<file path="src/rtl/multicycle_ctrl.sv">
// ---------------------------------------------------------------------------
// multicycle_ctrl
//
// Main control FSM of the multicycle MIPS datapath. Every clock it steps one
// phase of the current instruction (fetch, decode, execute, memory,
// write-back) and raises the datapath enables and selects for that phase.
// Opcode and Funct come from the externally held instruction register and
// must stay stable from the FETCH edge to the end of the instruction.
//
// Ports:
//   CLK       in  1  system clock, rising edge
//   RST_N     in  1  asynchronous active-low reset (forces State=FETCH)
//   Opcode    in  6  IR[31:26]
//   Funct     in  6  IR[5:0]
//   Zero      in  1  ALU zero flag (used by beq/bne)
//   PCWrite   out 1  PC load enable
//   IorD      out 1  memory address select: 0 PC, 1 ALUOut
//   MemRead   out 1  memory read strobe
//   MemWrite  out 1  memory write strobe
//   IRWrite   out 1  IR load enable
//   RegDst    out 2  write register: 0 rt, 1 rd, 2 r31
//   MemtoReg  out 2  write data: 0 ALUOut, 1 MDR, 2 PC
//   RegWrite  out 1  register file write enable
//   ALUSrcA   out 2  SrcA: 0 PC, 1 A, 2 zero-extended shamt
//   ALUSrcB   out 2  SrcB: 0 B, 1 const 4, 2 immext, 3 signext(imm)<<2
//   ZeroExt   out 1  immext is zero-extended when 1
//   ALUOp     out 6  ALU operation (ALUOP_* codes)
//   PCSource  out 2  next PC: 0 ALU result, 1 ALUOut, 2 jump target, 3 A
//   Illegal   out 1  one-cycle pulse in DECODE on an undecodable instruction
//   State     out 4  current state, for debug
//
// Optional feature macro: CTRL_JAL_JR_EN
//   Defined: jal and jr are decoded and executed through the JUMP state
//   (jal also writes PC+4 to r31, jr loads the PC from register A).
//   Undefined: jal and jr are treated as illegal instructions.
// ---------------------------------------------------------------------------

// ALU operation codes. Normally supplied by aluop_def.v; these defaults keep
// the file self-contained and give way to any earlier definition.
`ifndef ALUOP_ADD
`define ALUOP_ADD  6'd0
`endif
`ifndef ALUOP_ADDU
`define ALUOP_ADDU 6'd1
`endif
`ifndef ALUOP_SUB
`define ALUOP_SUB  6'd2
`endif
`ifndef ALUOP_SUBU
`define ALUOP_SUBU 6'd3
`endif
`ifndef ALUOP_AND
`define ALUOP_AND  6'd4
`endif
`ifndef ALUOP_OR
`define ALUOP_OR   6'd5
`endif
`ifndef ALUOP_XOR
`define ALUOP_XOR  6'd6
`endif
`ifndef ALUOP_NOR
`define ALUOP_NOR  6'd7
`endif
`ifndef ALUOP_SLT
`define ALUOP_SLT  6'd8
`endif
`ifndef ALUOP_SLTU
`define ALUOP_SLTU 6'd9
`endif
`ifndef ALUOP_SLL
`define ALUOP_SLL  6'd10
`endif
`ifndef ALUOP_SRL
`define ALUOP_SRL  6'd11
`endif
`ifndef ALUOP_SRA
`define ALUOP_SRA  6'd12
`endif
`ifndef ALUOP_SLLV
`define ALUOP_SLLV 6'd13
`endif
`ifndef ALUOP_SRLV
`define ALUOP_SRLV 6'd14
`endif
`ifndef ALUOP_SRAV
`define ALUOP_SRAV 6'd15
`endif
`ifndef ALUOP_LUI
`define ALUOP_LUI  6'd16
`endif

module multicycle_ctrl (
  input  logic       CLK,
  input  logic       RST_N,
  input  logic [5:0] Opcode,
  input  logic [5:0] Funct,
  input  logic       Zero,
  output logic       PCWrite,
  output logic       IorD,
  output logic       MemRead,
  output logic       MemWrite,
  output logic       IRWrite,
  output logic [1:0] RegDst,
  output logic [1:0] MemtoReg,
  output logic       RegWrite,
  output logic [1:0] ALUSrcA,
  output logic [1:0] ALUSrcB,
  output logic       ZeroExt,
  output logic [5:0] ALUOp,
  output logic [1:0] PCSource,
  output logic       Illegal,
  output logic [3:0] State
);

  typedef enum logic [3:0] {
    S_FETCH  = 4'd0,
    S_DECODE = 4'd1,
    S_MEMADR = 4'd2,
    S_MEMRD  = 4'd3,
    S_MEMWB  = 4'd4,
    S_MEMWR  = 4'd5,
    S_RTEXE  = 4'd6,
    S_RTWB   = 4'd7,
    S_IEXE   = 4'd8,
    S_IWB    = 4'd9,
    S_BRANCH = 4'd10,
    S_JUMP   = 4'd11
  } state_t;

  localparam logic [5:0] OP_RTYPE = 6'b000000;
  localparam logic [5:0] OP_J     = 6'b000010;
  localparam logic [5:0] OP_JAL   = 6'b000011;
  localparam logic [5:0] OP_BEQ   = 6'b000100;
  localparam logic [5:0] OP_BNE   = 6'b000101;
  localparam logic [5:0] OP_LW    = 6'b100011;
  localparam logic [5:0] OP_SW    = 6'b101011;
  localparam logic [5:0] FN_JR    = 6'b001000;

  state_t state;
  state_t next_state;

  logic       is_mem;
  logic       is_rtype;
  logic       rt_known;
  logic       rt_shamt;
  logic [5:0] rt_alu_op;
  logic       is_itype;
  logic       i_zero_ext;
  logic [5:0] i_alu_op;
  logic       is_branch;
  logic       is_jal;
  logic       is_jr;
  logic       is_jump;
  logic       decodable;

  assign State = state;

  // Instruction decode shared by next-state and output logic. R-type funct
  // and I-type opcode are translated to ALU codes here so the FSM only has
  // to pick which translation applies in the current state.
  always_comb begin
    rt_known   = 1'b1;
    rt_shamt   = 1'b0;
    rt_alu_op  = `ALUOP_ADDU;
    case (Funct)
      6'b100000: rt_alu_op = `ALUOP_ADD;
      6'b100001: rt_alu_op = `ALUOP_ADDU;
      6'b100010: rt_alu_op = `ALUOP_SUB;
      6'b100011: rt_alu_op = `ALUOP_SUBU;
      6'b100100: rt_alu_op = `ALUOP_AND;
      6'b100101: rt_alu_op = `ALUOP_OR;
      6'b100110: rt_alu_op = `ALUOP_XOR;
      6'b100111: rt_alu_op = `ALUOP_NOR;
      6'b101010: rt_alu_op = `ALUOP_SLT;
      6'b101011: rt_alu_op = `ALUOP_SLTU;
      6'b000100: rt_alu_op = `ALUOP_SLLV;
      6'b000110: rt_alu_op = `ALUOP_SRLV;
      6'b000111: rt_alu_op = `ALUOP_SRAV;
      6'b000000: begin rt_alu_op = `ALUOP_SLL; rt_shamt = 1'b1; end
      6'b000010: begin rt_alu_op = `ALUOP_SRL; rt_shamt = 1'b1; end
      6'b000011: begin rt_alu_op = `ALUOP_SRA; rt_shamt = 1'b1; end
      default:   rt_known = 1'b0;
    endcase

    is_itype   = 1'b1;
    i_zero_ext = 1'b0;
    i_alu_op   = `ALUOP_ADDU;
    case (Opcode)
      6'b001000: i_alu_op = `ALUOP_ADD;
      6'b001001: i_alu_op = `ALUOP_ADDU;
      6'b001010: i_alu_op = `ALUOP_SLT;
      6'b001011: i_alu_op = `ALUOP_SLTU;
      6'b001100: begin i_alu_op = `ALUOP_AND; i_zero_ext = 1'b1; end
      6'b001101: begin i_alu_op = `ALUOP_OR;  i_zero_ext = 1'b1; end
      6'b001110: begin i_alu_op = `ALUOP_XOR; i_zero_ext = 1'b1; end
      6'b001111: i_alu_op = `ALUOP_LUI;
      default:   is_itype = 1'b0;
    endcase
  end

  assign is_mem    = (Opcode == OP_LW) || (Opcode == OP_SW);
  assign is_rtype  = (Opcode == OP_RTYPE);
  assign is_branch = (Opcode == OP_BEQ) || (Opcode == OP_BNE);

`ifdef CTRL_JAL_JR_EN
  assign is_jal = (Opcode == OP_JAL);
  assign is_jr  = is_rtype && (Funct == FN_JR);
`else
  assign is_jal = 1'b0;
  assign is_jr  = 1'b0;
`endif

  assign is_jump   = (Opcode == OP_J) || is_jal || is_jr;
  assign decodable = is_mem || (is_rtype && rt_known) || is_itype ||
                     is_branch || is_jump;

  // State register; reset drops straight back to FETCH with no hold-off, so
  // any write enable of an interrupted instruction falls immediately.
  always_ff @(posedge CLK or negedge RST_N) begin
    if (!RST_N) begin
      state <= S_FETCH;
    end else begin
      state <= next_state;
    end
  end

  // Next-state logic. Only DECODE and MEMADR branch on the instruction;
  // every terminal phase returns to FETCH.
  always_comb begin
    next_state = S_FETCH;
    case (state)
      S_FETCH:  next_state = S_DECODE;
      S_DECODE: begin
        if (is_mem)                     next_state = S_MEMADR;
        else if (is_rtype && rt_known)  next_state = S_RTEXE;
        else if (is_itype)              next_state = S_IEXE;
        else if (is_branch)             next_state = S_BRANCH;
        else if (is_jump)               next_state = S_JUMP;
        else                            next_state = S_FETCH;
      end
      S_MEMADR: next_state = (Opcode == OP_SW) ? S_MEMWR : S_MEMRD;
      S_MEMRD:  next_state = S_MEMWB;
      S_RTEXE:  next_state = S_RTWB;
      S_IEXE:   next_state = S_IWB;
      default:  next_state = S_FETCH;
    endcase
  end

  // Output decode. Mostly Moore; the input-dependent exceptions are the
  // ALU controls in the execute states, the branch PC write, the jump
  // variants and the illegal pulse in DECODE.
  always_comb begin
    PCWrite  = 1'b0;
    IorD     = 1'b0;
    MemRead  = 1'b0;
    MemWrite = 1'b0;
    IRWrite  = 1'b0;
    RegDst   = 2'd0;
    MemtoReg = 2'd0;
    RegWrite = 1'b0;
    ALUSrcA  = 2'd0;
    ALUSrcB  = 2'd0;
    ZeroExt  = 1'b0;
    ALUOp    = `ALUOP_ADDU;
    PCSource = 2'd0;
    Illegal  = 1'b0;
    case (state)
      S_FETCH: begin
        MemRead = 1'b1;
        IRWrite = 1'b1;
        ALUSrcB = 2'd1;
        PCWrite = 1'b1;
      end
      S_DECODE: begin
        ALUSrcB = 2'd3;
        Illegal = ~decodable;
      end
      S_MEMADR: begin
        ALUSrcA = 2'd1;
        ALUSrcB = 2'd2;
      end
      S_MEMRD: begin
        MemRead = 1'b1;
        IorD    = 1'b1;
      end
      S_MEMWB: begin
        RegWrite = 1'b1;
        MemtoReg = 2'd1;
      end
      S_MEMWR: begin
        MemWrite = 1'b1;
        IorD     = 1'b1;
      end
      S_RTEXE: begin
        ALUSrcA = rt_shamt ? 2'd2 : 2'd1;
        ALUOp   = rt_alu_op;
      end
      S_RTWB: begin
        RegWrite = 1'b1;
        RegDst   = 2'd1;
      end
      S_IEXE: begin
        ALUSrcA = 2'd1;
        ALUSrcB = 2'd2;
        ALUOp   = i_alu_op;
        ZeroExt = i_zero_ext;
      end
      S_IWB: begin
        RegWrite = 1'b1;
      end
      S_BRANCH: begin
        ALUSrcA  = 2'd1;
        ALUOp    = `ALUOP_SUBU;
        PCSource = 2'd1;
        PCWrite  = (Opcode == OP_BNE) ? ~Zero : Zero;
      end
      S_JUMP: begin
        PCWrite  = 1'b1;
        PCSource = is_jr ? 2'd3 : 2'd2;
        if (is_jal) begin
          RegWrite = 1'b1;
          RegDst   = 2'd2;
          MemtoReg = 2'd2;
        end
      end
      default: begin
      end
    endcase
  end

endmodule

</file>
<file path="config.mk">
export PLATFORM = sky130hd
export DESIGN_NAME = multicycle_ctrl
export DESIGN_NICKNAME = d
export VERILOG_FILES = /design/src/rtl/multicycle_ctrl.sv
export SDC_FILE = /design/constraint.sdc
export NUM_CORES = 1
export LEC_CHECK = 0
export ABC_AREA = 1
export BUFFER_PORTS_ARGS = -buffer_cell sky130_fd_sc_hd__buf_2
export CAP_MARGIN = 20
export CORE_MARGIN = 5
export CORE_UTILIZATION = 40
export CTS_BUF_LIST = sky130_fd_sc_hd__clkbuf_8 sky130_fd_sc_hd__clkbuf_16
export CTS_CLUSTER_DIAMETER = 40
export DETAILED_ROUTE_END_ITERATION = 6
export PLACE_DENSITY = 0.82
export SETUP_SLACK_MARGIN = 0.15
export SYNTH_ARGS = -nofsm -noshare
export SYNTH_HDL_FRONTEND = slang
export SYNTH_SLANG_ARGS = --single-unit
</file>
<file path="constraint.sdc">
create_clock -name CLK -period 1.5 [get_ports CLK]
set_clock_uncertainty 0.05 [all_clocks]
set_input_delay 0.15 -clock CLK [delete_from_list [all_inputs] [get_ports CLK]]
set_output_delay 0.15 -clock CLK [all_outputs]
set_load 0.05 [all_outputs]
</file>
==> qor.csv, run 1 <==
stage;metric;value;unit
floorplanning;site row count;15;
synthesis;sequential-to-total area share from yosys stat;13.4;%
status;status;did not finish;
placement;gpl congestion;0.865;
synthesis;yosys warns;0;
synthesis;synthesized area;748;µm²
synthesis;syn_area_per_cell;5.06;µm²
cts;Root Buffer;clkbuf_8;
placement;Port Buffers;39;
synthesis;synthesized instance count;148;
timing;Worst EP post-GRT repair;ALUOp[2];
floorplanning;Die Y;53.3;µm
cts;H-Tree Depth;1;
synthesis;Yosys top cell area share;16.6;%
placement;placed cell count;234;
status;Error;[ERROR DPL-0038] Utilization greater than 100%, impossible to legalize;
synthesis;main area contributors after synthesis;nand2_1 (17%), nor2_1 (16%), dfrtp_1 (13%), nand3_1 (8.0%), inv_1 (8.0%);
synthesis;Synth Register Bits;4;
grt;largest net degree at the start of global routing;10;
synthesis;library cells used by synthesis;23;
status;Fail Step;global routing;
floorplanning;Die W;53.3;µm
cts;total clock sinks;4;
floorplanning;# IOs;43;
synthesis;Synth area leader;nand2_1;
timing;worst endpoint type;primary output;
cts;TritonCTS buffer count;3;
placement;DPL Wire Length;2.45;mm
cts;CTS Buffer Depth;2;
floorplanning;Initial Util;42.9;%
==> timing repair <==
| item | in CTS |
|---|---|
| gates resized for setup | 83 |
| endpoints found under the hold margin | 4 |
| hold buffers | 1 |
| buffers inserted | 8 |
| endpoints found under the setup margin | 24 |
| pin swaps | 19 |
==> cell usage after synthesis <==
cell type,n
dfrtp_1,4
a31oi_1,2
inv_1,16
o2111ai_1,1
nor2_2,4
inv_2,11
nand3b_1,1
o22ai_1,1
nand4_1,6
o21ai_1,8
a21oi_1,5
nor2_4,1
o21ai_0,2
buf_4,3
nand3_1,12
nand2_2,1
nand2_1,33
nor2_1,32
buf_2,1
conb_1,1
o211ai_1,1
xor2_1,1
nor3_1,1
==> logic make-up after synthesis <==
| family | share of synthesized area, % |
|---|---|
| other | 0.501 |
| AO/OA/AOI/OAI | 14.7 |
| XOR/XNOR | 1.17 |
| buffers and inverters | 17.2 |
| AND/OR/NAND/NOR | 53.0 |
| flip-flops | 13.4 |
==> through the flow <==
stage / instance area, µm² / worst slack [ns]
2_1_floorplan: 917 / -0.422
3_3_place_gp: 1300 / -0.0328
3_5_place_dp: 1300 / -0.0585
4_1_cts: 1670 / -0.193
==> inputs of run 2 (changes only) <==
Settings changed: CORE_AREA from default to 5 5 66 68, CORE_MARGIN 5 to default, CORE_UTILIZATION 40 to default, CTS_BUF_LIST sky130_fd_sc_hd__clkbuf_8 sky130_fd_sc_hd__clkbuf_16 to default, CTS_CLUSTER_DIAMETER 40 to default, DIE_AREA from default to 0 0 71 73, PLACE_DENSITY 0.82 to default, PLACE_DENSITY_LB_ADDON from default to 0.15, SETUP_SLACK_MARGIN 0.15 to default.
==> qor.csv, run 2 <==
stage;metric;value;unit;change
status;status;finished, violations left;;was did not finish
status;failing checks;negative setup slack;;
critical_path;r2r setup slk;0.02;ns;
critical_path;Worst setup EP type;primary output;;
synthesis;library cells used by synthesis;23;;unchanged
finish;fillcell total;411;;
synthesis;Post-synth ARST share;100;%;unchanged
placement;gpl congestion;0.776;;was 0.865
critical_path;Worst path max stage delay;0.43;ns;
critical_path;cell family with most CP delay;flip-flops;;
timing;min cycle time layout;1.70;ns;
finish;post-route design area;0.00174;mm²;
timing;RSZ-0062 raised after global routing;true;;
cts;CTS tree;yes;;
run;Max Cap Viol;0;;
critical_path;Reg-to-Reg Start;State[2]$_DFF_PN0_;;
placement;DPL Wire Length;2.44;mm;was 2.45 mm
placement;Post-DP Area;0.00142;mm²;was 0.00130 mm²
timing;PnR worst setup slack;-0.204;ns;
timing;Final period util;114;%;
synthesis;synthesized area;748;µm²;unchanged
cts;Worst-path clk slew;0.03;ns;
power_and_ir_drop;Leak;0.894;nW;
grt;Total GRT Usage;11.3;%;
placement;Port Buffers;39;;unchanged
synthesis;most common cell in the netlist;nand2_1;;unchanged
synthesis;Post-synth EDFFs;0;;unchanged
finish;most common cell after layout, fill and taps aside;buf_4;;
floorplanning;Die W;71;µm;was 53.3 µm
floorplanning;Die ar.;0.00518;mm²;
floorplanning;Die Y;73;µm;was 53.3 µm
finish;ant diodes;0;;
drt;drc violations;0;;
cts;CTS Buffer Depth;2;;unchanged
cts;TritonCTS buffer count;3;;unchanged
floorplanning;site row count;23;;was 15
finish;Final Net Count;251;;
grt;first-pass GRT wire length;4.93;mm;
placement;DP Worst Slack;-0.0646;ns;was -0.0585 ns
timing;Achievable Freq;587;MHz;
critical_path;Worst setup SP type;flip-flop;;
critical_path;slowest library cell on the worst path;dfrtp_2;;
drt;detailed-route via count;1188;;
critical_path;worst path arrival time;1.50;ns;
synthesis;Yosys top cell area share;16.6;%;unchanged
drt;via/cell ratio;4.18;;
timing;Setup-failing EPs final;17;;
synthesis;top cells by count, synth;nand2_1 (33), nor2_1 (32), inv_1 (16);;unchanged
critical_path;worst-path fanout max;4;;
power_and_ir_drop;pwr/cell area;1590;mW/mm²;
timing;Hold Slack;0.217;ns;
synthesis;syn_area_per_cell;5.06;µm²;unchanged
critical_path;crit path kind;reg2out;;
min_path;worst hold path class;in2async;;
floorplanning;Core Footprint;0.00380;mm²;
synthesis;main area contributors after synthesis;nand2_1 (17%), nor2_1 (16%), dfrtp_1 (13%), nand3_1 (8.0%), inv_1 (8.0%);;unchanged
synthesis;Synth area leader;nand2_1;;unchanged
critical_path;Critical Path Start;State[1]$_DFF_PN0_;;
critical_path;Crit path required time;1.30;ns;
critical_path;worst path cell trace;nor2_4, nand2_2, inv_2, nand4_1, o21ai_2, buf_6;;
cts;H-Tree Depth;1;;unchanged
cts;Root Buffer;clkbuf_8;;unchanged
timing;Slew Limit Fails;0;;
finish;Layout Area Growth over Synthesis;133;%;
synthesis;sequential-to-total area share from yosys stat;13.4;%;unchanged
drt;Avg WL per Cell;9.96;µm;
drt;final antenna-violating net count;0;;
grt;initial antenna violation count;0;;
grt;vias in the first global route;1184;;
cts;Clock Latency Late Sink;0.21;ns;
drt;DR iter-0 viols;25;;
synthesis;yosys warns;0;;unchanged
floorplanning;# IOs;43;;unchanged
finish;most frequent cells in the layout;buf_4 (44), nand2_1 (23), buf_2 (18), inv_2 (16), buf_6 (16);;
finish;fraction of layout cells with a size suffix above 1;64.1;%;
critical_path;capture point of the worst reg-to-reg path;State[0]$_DFF_PN0_;;
power_and_ir_drop;peak supply drop;473;µV;
synthesis;Post-synth top flop;dfrtp_1;;unchanged
floorplanning;Initial Util;19.7;%;was 42.9%
grt;GR Overflow Total;0;;
synthesis;synthesized instance count;148;;unchanged
timing;Final Hold Viols;0;;
cts;total clock sinks;4;;unchanged
critical_path;crit path buf inv count;2;;
critical_path;worst-case reg-to-reg path depth;9;;
drt;drt pass-1 iters;4;;
drt;DRT Wirelength;2.83;mm;
grt;largest net degree at the start of global routing;9;;
synthesis;Synth Register Bits;4;;unchanged
finish;max reg flops;4;;
[run 2: area by class of cell]
| type | count | area, µm² | share of cell area (%) |
|---|---|---|---|
| tap | 50 | 62.6 | 3.59 |
| timing repair buffer | 85 | 706 | 40.5 |
| sequential | 4 | 105 | 6.03 |
| inverter | 27 | 104 | 5.96 |
| clock buffer | 3 | 41.3 | 2.37 |
| multi-input combinational | 115 | 723 | 41.5 |
[run 2: per-layer routing]
layer | track usage, % | vias to the layer above | wire [µm]
met5 | 0 | - | 0
met4 | 3.13 | 0 | 19
met3 | 1.10 | 2 | 152
met2 | 21.1 | 32 | 1460
met1 | 13.8 | 510 | 1200
li1 | - | 644 | -
[run 2: cells by family (layout without fill, tap and decap cells)]
| kind of cell | after synthesis | count (layout) | share of synthesized area (%) |
|---|---|---|---|
| XOR/XNOR | 1 | 1 | 1.17 |
| buffers and inverters | 31 | 115 | 17.2 |
| flip-flops | 4 | 4 | 13.4 |
| AO/OA/AOI/OAI | 20 | 20 | 14.7 |
| AND/OR/NAND/NOR | 91 | 91 | 53.0 |
| other | 1 | 3 | 0.501 |
[run 2: through the flow]
step                      TNS (ns)  power [mW]  cells  utilization (%)
after detailed placement    -0.286        1.97    272             37.3
after CTS                    -1.83        2.67    282             44.2
final                        -2.00        2.76    284             45.8
after global placement      -0.206        1.98    272             37.3
after floorplan              -1.87        1.40    150                -
after global routing         -3.52        2.92    284             45.8
[run 2: where the power goes]
group	total [mW]	switching (mW)	internal [mW]	leakage (nW)
Sequential	0.207	0.0582	0.148	0.0471
Clock	0.221	0.0504	0.171	0.0216
Combinational	2.33	1.38	0.954	0.825
[run 2: worst max-delay path by stage]
stage               end  slack [ns]  depth (start not counted)
2_1_floorplan  ALUOp[1]       -0.42                          7
3_3_place_gp    Illegal       -0.06                         11
3_5_place_dp   ALUOp[2]       -0.06                          6
4_1_cts        ALUOp[2]       -0.21                          8
5_1_grt        ALUOp[2]       -0.29                          8
6_report       ALUOp[2]       -0.20                          6
[run 2: timing repair]
item	in CTS	in global routing
pin swaps	6	5
buffers inserted	6	2
hold endpoints to repair	4	0
endpoints found under the setup margin	20	21
resized for setup	56	16
hold buffers	1	0
Note: power is estimated with default switching activity, not from simulation.
==> inputs of run 3 (changes only) <==
Settings changed: ABC_AREA 1 to default.
Clock period 1.5 ns to 1.6 ns, I/O delays scaled along.
==> qor.csv, run 3 <==
stage;metric;value;unit;change
cts;total clock sinks;4;;unchanged
power_and_ir_drop;pwr/cell area;1440;mW/mm²;was 1590 mW/mm²
cts;H-Tree Depth;1;;unchanged
status;status;finished, violations left;;unchanged
power_and_ir_drop;Clock power frac;7.5;%;was 8.0%
finish;Final Net Count;214;;was 251
critical_path;r2r setup slk;-0.10;ns;was 0.02 ns
cts;Root Buffer;clkbuf_8;;unchanged
critical_path;crit path buf inv count;1;;was 2
power_and_ir_drop;Comb pwr share;86.8;%;was 84.5%
timing;Slew Limit Fails;0;;unchanged
finish;ant diodes;0;;unchanged
grt;largest net degree at the start of global routing;17;;was 9
finish;most frequent cells in the layout;buf_4 (35), buf_6 (28), buf_2 (19), buf_8 (10), nor2_1 (7);;was buf_4 (44), nand2_1 (23), buf_2 (18), inv_2 (16), buf_6 (16)
floorplanning;Die Y;73;µm;unchanged
timing;Final Hold Viols;0;;unchanged
floorplanning;# IOs;43;;unchanged
synthesis;synthesized instance count;110;;was 148
finish;fin cells;247;;was 284
finish;multi-input logic area;901;µm²;was 723 µm²
power_and_ir_drop;total chip power;2.85;mW;was 2.76 mW
critical_path;worst-path fanout max;3;;was 4
grt;initial antenna violation count;0;;unchanged
drt;drc violations;0;;unchanged
critical_path;slowest library cell on the worst path;dfrtp_2;;unchanged
finish;most common cell after layout, fill and taps aside;buf_4;;unchanged
synthesis;Yosys top cell area share;13.3;%;was 16.6%
timing;RSZ-0062 raised after global routing;true;;unchanged
critical_path;Worst setup SP type;flip-flop;;unchanged
status;failing checks;negative setup slack;;unchanged
power_and_ir_drop;Seq pwr share;5.7;%;was 7.5%
critical_path;cell family with most CP delay;simple AND/OR/NAND/NOR gates;;was flip-flops
timing;Setup-failing EPs final;22;;was 17
drt;final antenna-violating net count;0;;unchanged
synthesis;top cells by count, synth;nor2_1 (14), clkbuf_1 (8), nor3_1 (7);;was nand2_1 (33), nor2_1 (32), inv_1 (16)
finish;max reg flops;4;;unchanged
grt;GR Overflow Total;0;;unchanged
synthesis;Synth area leader;dfrtp_1;;was nand2_1
drt;drt pass-1 iters;5;;was 4
floorplanning;Core Footprint;0.00380;mm²;unchanged
placement;DP Worst Slack;-0.464;ns;was -0.0646 ns
cts;Worst-path clk slew;0.03;ns;about the same
min_path;worst hold path class;in2async;;unchanged
timing;PnR worst setup slack;-0.592;ns;was -0.204 ns
power_and_ir_drop;peak supply drop;573;µV;was 473 µV
critical_path;Worst path max stage delay;0.39;ns;was 0.43 ns
synthesis;synthesized area;753;µm²;was 748 µm²
finish;fraction of layout cells with a size suffix above 1;70.6;%;was 64.1%
critical_path;worst path arrival time;1.98;ns;was 1.50 ns
synthesis;library cells used by synthesis;46;;was 23
power_and_ir_drop;internal power;1.43;mW;was 1.27 mW
placement;Post-DP Area;0.00144;mm²;was 0.00142 mm²
floorplanning;Initial Util;19.8;%;was 19.7%
critical_path;Critical Path Most Common Cell;or3b_4;;
synthesis;main area contributors after synthesis;dfrtp_1 (13%), nor2_1 (7.0%), nor3_1 (4.7%), nor2b_1 (4.2%), o21ai_0 (4.0%);;was nand2_1 (17%), nor2_1 (16%), dfrtp_1 (13%), nand3_1 (8.0%), inv_1 (8.0%)
synthesis;syn_area_per_cell;6.85;µm²;was 5.06 µm²
drt;DR iter-0 viols;21;;was 25
drt;via/cell ratio;4.73;;was 4.18
finish;post-route design area;0.00197;mm²;was 0.00174 mm²
synthesis;Post-synth top flop;dfrtp_1;;unchanged
finish;register area;105;µm²;unchanged
grt;first-pass GRT wire length;5.43;mm;was 4.93 mm
timing;min cycle time layout;2.19;ns;
cts;TritonCTS buffer count;3;;unchanged
timing;Final period util;137;%;
floorplanning;site row count;23;;unchanged
finish;fillcell total;383;;was 411
critical_path;Worst setup EP type;primary output;;unchanged
timing;Worst-Margin Slew;0.698;ns;
placement;gpl congestion;0.765;;was 0.776
power_and_ir_drop;Leak;0.811;nW;was 0.894 nW
synthesis;sequential-to-total area share from yosys stat;13.3;%;was 13.4%
power_and_ir_drop;Sw Pwr;1.42;mW;was 1.49 mW
synthesis;yosys warns;0;;unchanged
grt;vias in the first global route;1199;;was 1184
drt;detailed-route via count;1168;;was 1188
placement;Port Buffers;39;;unchanged
timing;Hold Slack;0.229;ns;was 0.217 ns
timing;Achievable Freq;456;MHz;
synthesis;Post-synth ARST share;100;%;unchanged
power_and_ir_drop;switching part of the total power;49.7;%;was 53.9%
synthesis;Synth Register Bits;4;;unchanged
finish;Layout Area Growth over Synthesis;162;%;was 133%
critical_path;Crit path required time;1.39;ns;was 1.30 ns
synthesis;most common cell in the netlist;nor2_1;;was nand2_1
drt;DRT Wirelength;3.25;mm;was 2.83 mm
critical_path;worst path cell trace;or3b_4, or3b_4, o32a_1, o31ai_4, buf_6;;was nor2_4, nand2_2, inv_2, nand4_1, o21ai_2, buf_6
placement;placed cell count;230;;was 272
cts;CTS tree;yes;;unchanged
timing;Final TNS setup;-5.49;ns;was -2.00 ns
run;Max Cap Viol;0;;unchanged
cts;CTS Buffer Depth;2;;unchanged
critical_path;crit path kind;reg2out;;unchanged
finish;Final Util;52.0;%;was 45.8%
drt;Avg WL per Cell;13.1;µm;was 9.96 µm
floorplanning;Die W;71;µm;unchanged
grt;Total GRT Usage;12.7;%;was 11.3%
synthesis;Post-synth EDFFs;0;;unchanged
floorplanning;Die ar.;0.00518;mm²;unchanged
placement;DPL Wire Length;2.51;mm;was 2.44 mm
cts;Clock Latency Late Sink;0.22;ns;was 0.21 ns
timing;Slew HR;52.9;%;
-- run 3: cell types whose count changed after synthesis, moves of 5 or more --
| cell | before | now |
|---|---|---|
| nand2_1 | 33 | 5 |
| nor2_1 | 32 | 14 |
| inv_1 | 16 | 3 |
| inv_2 | 11 | 0 |
| nand3_1 | 12 | 1 |
| clkbuf_1 | 0 | 8 |
| o21ai_1 | 8 | 0 |
| nor3_1 | 1 | 7 |
| nand4_1 | 6 | 1 |
| nor2b_1 | 0 | 5 |
-- run 3: timing repair --
action	in CTS	in global routing
endpoints found under the hold margin	4	0
endpoints found under the setup margin	23	21
hold buffers	1	0
gates resized for setup	75	25
setup buffers	8	6
pin swaps	4	8
cloned	0	0
-- run 3: logic make-up after synthesis --
kind of cell	Yosys count	share of synthesized area, %
AND/OR/NAND/NOR	53	40.4
AO/OA/AOI/OAI	33	31.6
buffers and inverters	15	9.14
flip-flops	4	13.3
XOR/XNOR	2	2.33
multiplexers	2	2.82
other	1	0.498
-- run 3: power groups by stage --
stage,Sequential [mW],Combinational (mW),Clock [mW]
finish,0.161,2.48,0.214
global route,0.164,2.61,0.221
CTS,0.160,2.25,0.218
detailed placement,0.156,1.74,0
global placement,0.153,1.73,0
floorplan,0.296,1.16,0
-- run 3: metal layers --
layer  wire length [µm]  global-route usage, %
met4                 46                   5.01
met1               1280                   14.7
met3                179                   1.38
met5                  0                      0
met2               1740                   23.8
-- run 3: area by class of cell --
class	instances	share of cell area, %
multi-input cells	93	45.6
inverters	3	0.570
well taps	50	3.17
clock buffers	3	2.09
repair buffers	94	43.2
flip-flops and latches	4	5.32
-- run 3: worst paths after layout --
| check | to | cells past startpoint | from |
|---|---|---|---|
| hold reg to reg | State[0]$_DFF_PN0_ | 1 | State[2]$_DFF_PN0_ |
| hold / removal | State[2]$_DFF_PN0_ | 2 | RST_N |
| max in group asynchronous | State[3]$_DFF_PN0_ | 2 | RST_N |
| setup reg to reg | State[3]$_DFF_PN0_ | 11 | State[0]$_DFF_PN0_ |
| min in group CLK | State[2]$_DFF_PN0_ | 4 | Opcode[3] |
| setup / recovery | ALUOp[1] | 5 | State[0]$_DFF_PN0_ |
==> inputs of run 4 (changes only) <==
Settings changed: ABC_AREA from default to 1.
==> qor.csv, run 4 (synthesis results as in run 2) <==
stage;metric;value;unit;change
grt;largest net degree at the start of global routing;9;;was 17
cts;CTS tree;yes;;unchanged
drt;DRT Wirelength;2.77;mm;was 3.25 mm
cts;H-Tree Depth;1;;unchanged
timing;Setup-failing EPs final;10;;was 22
drt;Avg WL per Cell;10.5;µm;was 13.1 µm
finish;ant diodes;0;;unchanged
power_and_ir_drop;Leak;0.803;nW;was 0.811 nW
status;status;finished, violations left;;unchanged
placement;placed cell count;249;;was 230
timing;Final Hold Viols;0;;unchanged
critical_path;worst-path fanout max;5;;was 3
floorplanning;Die ar.;0.00518;mm²;unchanged
floorplanning;Core Footprint;0.00380;mm²;unchanged
drt;detailed-route via count;1141;;was 1168
finish;Final Net Count;230;;was 214
timing;min cycle time layout;1.72;ns;was 2.19 ns
drt;drc violations;0;;unchanged
grt;Total GRT Usage;10.8;%;was 12.7%
cts;Clock Latency Late Sink;0.21;ns;was 0.22 ns
critical_path;Crit path required time;1.39;ns;about the same
timing;Slew Limit Fails;0;;unchanged
drt;DR iter-0 viols;49;;was 21
timing;Final TNS setup;-0.602;ns;was -5.49 ns
power_and_ir_drop;internal power;1.00;mW;was 1.43 mW
power_and_ir_drop;Seq pwr share;7.7;%;was 5.7%
power_and_ir_drop;switching part of the total power;57.7;%;was 49.7%
critical_path;Worst setup EP type;primary output;;unchanged
critical_path;worst path cell trace;nor2_4, nand2_4, inv_4, nand4_1, o21ai_2, buf_6;;was or3b_4, or3b_4, o32a_1, o31ai_4, buf_6
finish;fraction of layout cells with a size suffix above 1;60.1;%;was 70.6%
min_path;worst hold path class;in2async;;unchanged
drt;via/cell ratio;4.34;;was 4.73
placement;DP Worst Slack;-0.0249;ns;was -0.464 ns
power_and_ir_drop;Sw Pwr;1.37;mW;was 1.42 mW
power_and_ir_drop;Clock power frac;8.7;%;was 7.5%
critical_path;crit path buf inv count;2;;was 1
cts;TritonCTS buffer count;3;;unchanged
timing;RSZ-0062 raised after global routing;true;;unchanged
timing;PnR worst setup slack;-0.117;ns;was -0.592 ns
placement;DPL Wire Length;2.35;mm;was 2.51 mm
placement;gpl congestion;0.855;;was 0.765
critical_path;Worst setup SP type;flip-flop;;unchanged
critical_path;cell family with most CP delay;flip-flops;;was simple AND/OR/NAND/NOR gates
critical_path;worst path arrival time;1.51;ns;was 1.98 ns
critical_path;crit path kind;reg2out;;unchanged
critical_path;slowest library cell on the worst path;dfrtp_2;;unchanged
finish;Layout Area Growth over Synthesis;108;%;was 162%
grt;vias in the first global route;1135;;was 1199
power_and_ir_drop;Comb pwr share;83.6;%;was 86.8%
finish;max reg flops;4;;unchanged
floorplanning;Die Y;73;µm;unchanged
grt;GR Overflow Total;0;;unchanged
grt;initial antenna violation count;0;;unchanged
power_and_ir_drop;pwr/cell area;1520;mW/mm²;was 1440 mW/mm²
drt;final antenna-violating net count;0;;unchanged
timing;Achievable Freq;582;MHz;was 456 MHz
critical_path;Worst path max stage delay;0.43;ns;was 0.39 ns
grt;first-pass GRT wire length;4.65;mm;was 5.43 mm
cts;Worst-path clk slew;0.03;ns;about the same
finish;fin cells;263;;was 247
placement;Port Buffers;39;;unchanged
floorplanning;Initial Util;19.7;%;was 19.8%
run;Max Cap Viol;0;;unchanged
finish;most frequent cells in the layout;nand2_1 (23), buf_4 (23), buf_2 (22);;was buf_4 (35), buf_6 (28), buf_2 (19), buf_8 (10), nor2_1 (7)
cts;Root Buffer;clkbuf_8;;unchanged
timing;Final period util;107;%;was 137%
floorplanning;Die W;71;µm;unchanged
status;failing checks;negative setup slack;;unchanged
floorplanning;site row count;23;;unchanged
power_and_ir_drop;peak supply drop;411;µV;was 573 µV
cts;CTS Buffer Depth;2;;unchanged
floorplanning;# IOs;43;;unchanged
cts;total clock sinks;4;;unchanged
drt;drt pass-1 iters;4;;was 5
## run 4: changes by cell type in the layout (fill, tap and decap cells not counted), sizes merged, moves of 3 or more
cell / before / now
nor4b: 3 / 0
nor3: 7 / 1
nand3: 1 / 12
o31ai: 3 / 0
o31a: 3 / 0
nand4: 1 / 6
nor2b: 5 / 0
inv: 3 / 27
nand2: 5 / 34
nand2b: 4 / 0
nor2: 14 / 37
buf: 93 / 62
o21ai: 6 / 10
## run 4: worst paths after layout
kind	from	to	slack, ns	depth (start not counted)
max	State[1]$_DFF_PN0_	ALUOp[2]	-0.12	6
min	RST_N	State[2]$_DFF_PN0_	0.24	2
max reg2reg	State[1]$_DFF_PN0_	State[1]$_DFF_PN0_	0.18	9
min reg2reg	State[0]$_DFF_PN0_	State[3]$_DFF_PN0_	0.58	3
max in group asynchronous	RST_N	State[1]$_DFF_PN0_	1.13	2
min in group CLK	Opcode[1]	State[2]$_DFF_PN0_	0.31	4
## run 4: power by group through the flow
| stage | Clock [mW] | Sequential, mW | Combinational (mW) |
|---|---|---|---|
| floorplan | 0 | 0.286 | 1.02 |
| global placement | 0 | 0.175 | 1.51 |
| detailed placement | 0 | 0.174 | 1.51 |
| CTS | 0.211 | 0.182 | 1.65 |
| global route | 0.218 | 0.187 | 2.08 |
| finish | 0.207 | 0.182 | 1.98 |
## run 4: stage by stage
| stage | cell area [µm²] | utilization (%) | hold slack (ns) | power, mW |
|---|---|---|---|---|
| after floorplan | 890 | - | -0.186 | 1.31 |
| after global placement | 1220 | 32.2 | -0.0832 | 1.69 |
| after detailed placement | 1220 | 32.2 | -0.0833 | 1.68 |
| after CTS | 1410 | 37.0 | 0.228 | 2.05 |
| after global routing | 1560 | 40.9 | 0.264 | 2.49 |
| final | 1560 | 40.9 | 0.240 | 2.37 |
## run 4: routing by layer
metal,share of wire (%),vias to the layer above,global-route usage [%]
li1,-,603,-
met1,40,504,12.7
met2,54,34,20.8
met3,5.5,0,0.275
met4,0,0,3.76
met5,0,-,0
## run 4: repair_timing
item | CTS | global route
setup buffers | 4 | 6
resized for setup | 33 | 34
endpoints found under the setup margin | 14 | 17
hold endpoints to repair | 4 | 0
pin swaps | 4 | 10
hold buffers | 1 | 0
## run 4: cell type report
| cell class | instances | area, µm² |
|---|---|---|
| Multi-Input combinational cell | 115 | 731 |
| Sequential cell | 4 | 105 |
| Fill cell | 419 | 2240 |
| Tap cell | 50 | 62.6 |
| Timing Repair Buffer | 64 | 507 |
| Inverter | 27 | 109 |
| Clock buffer | 3 | 41.3 |
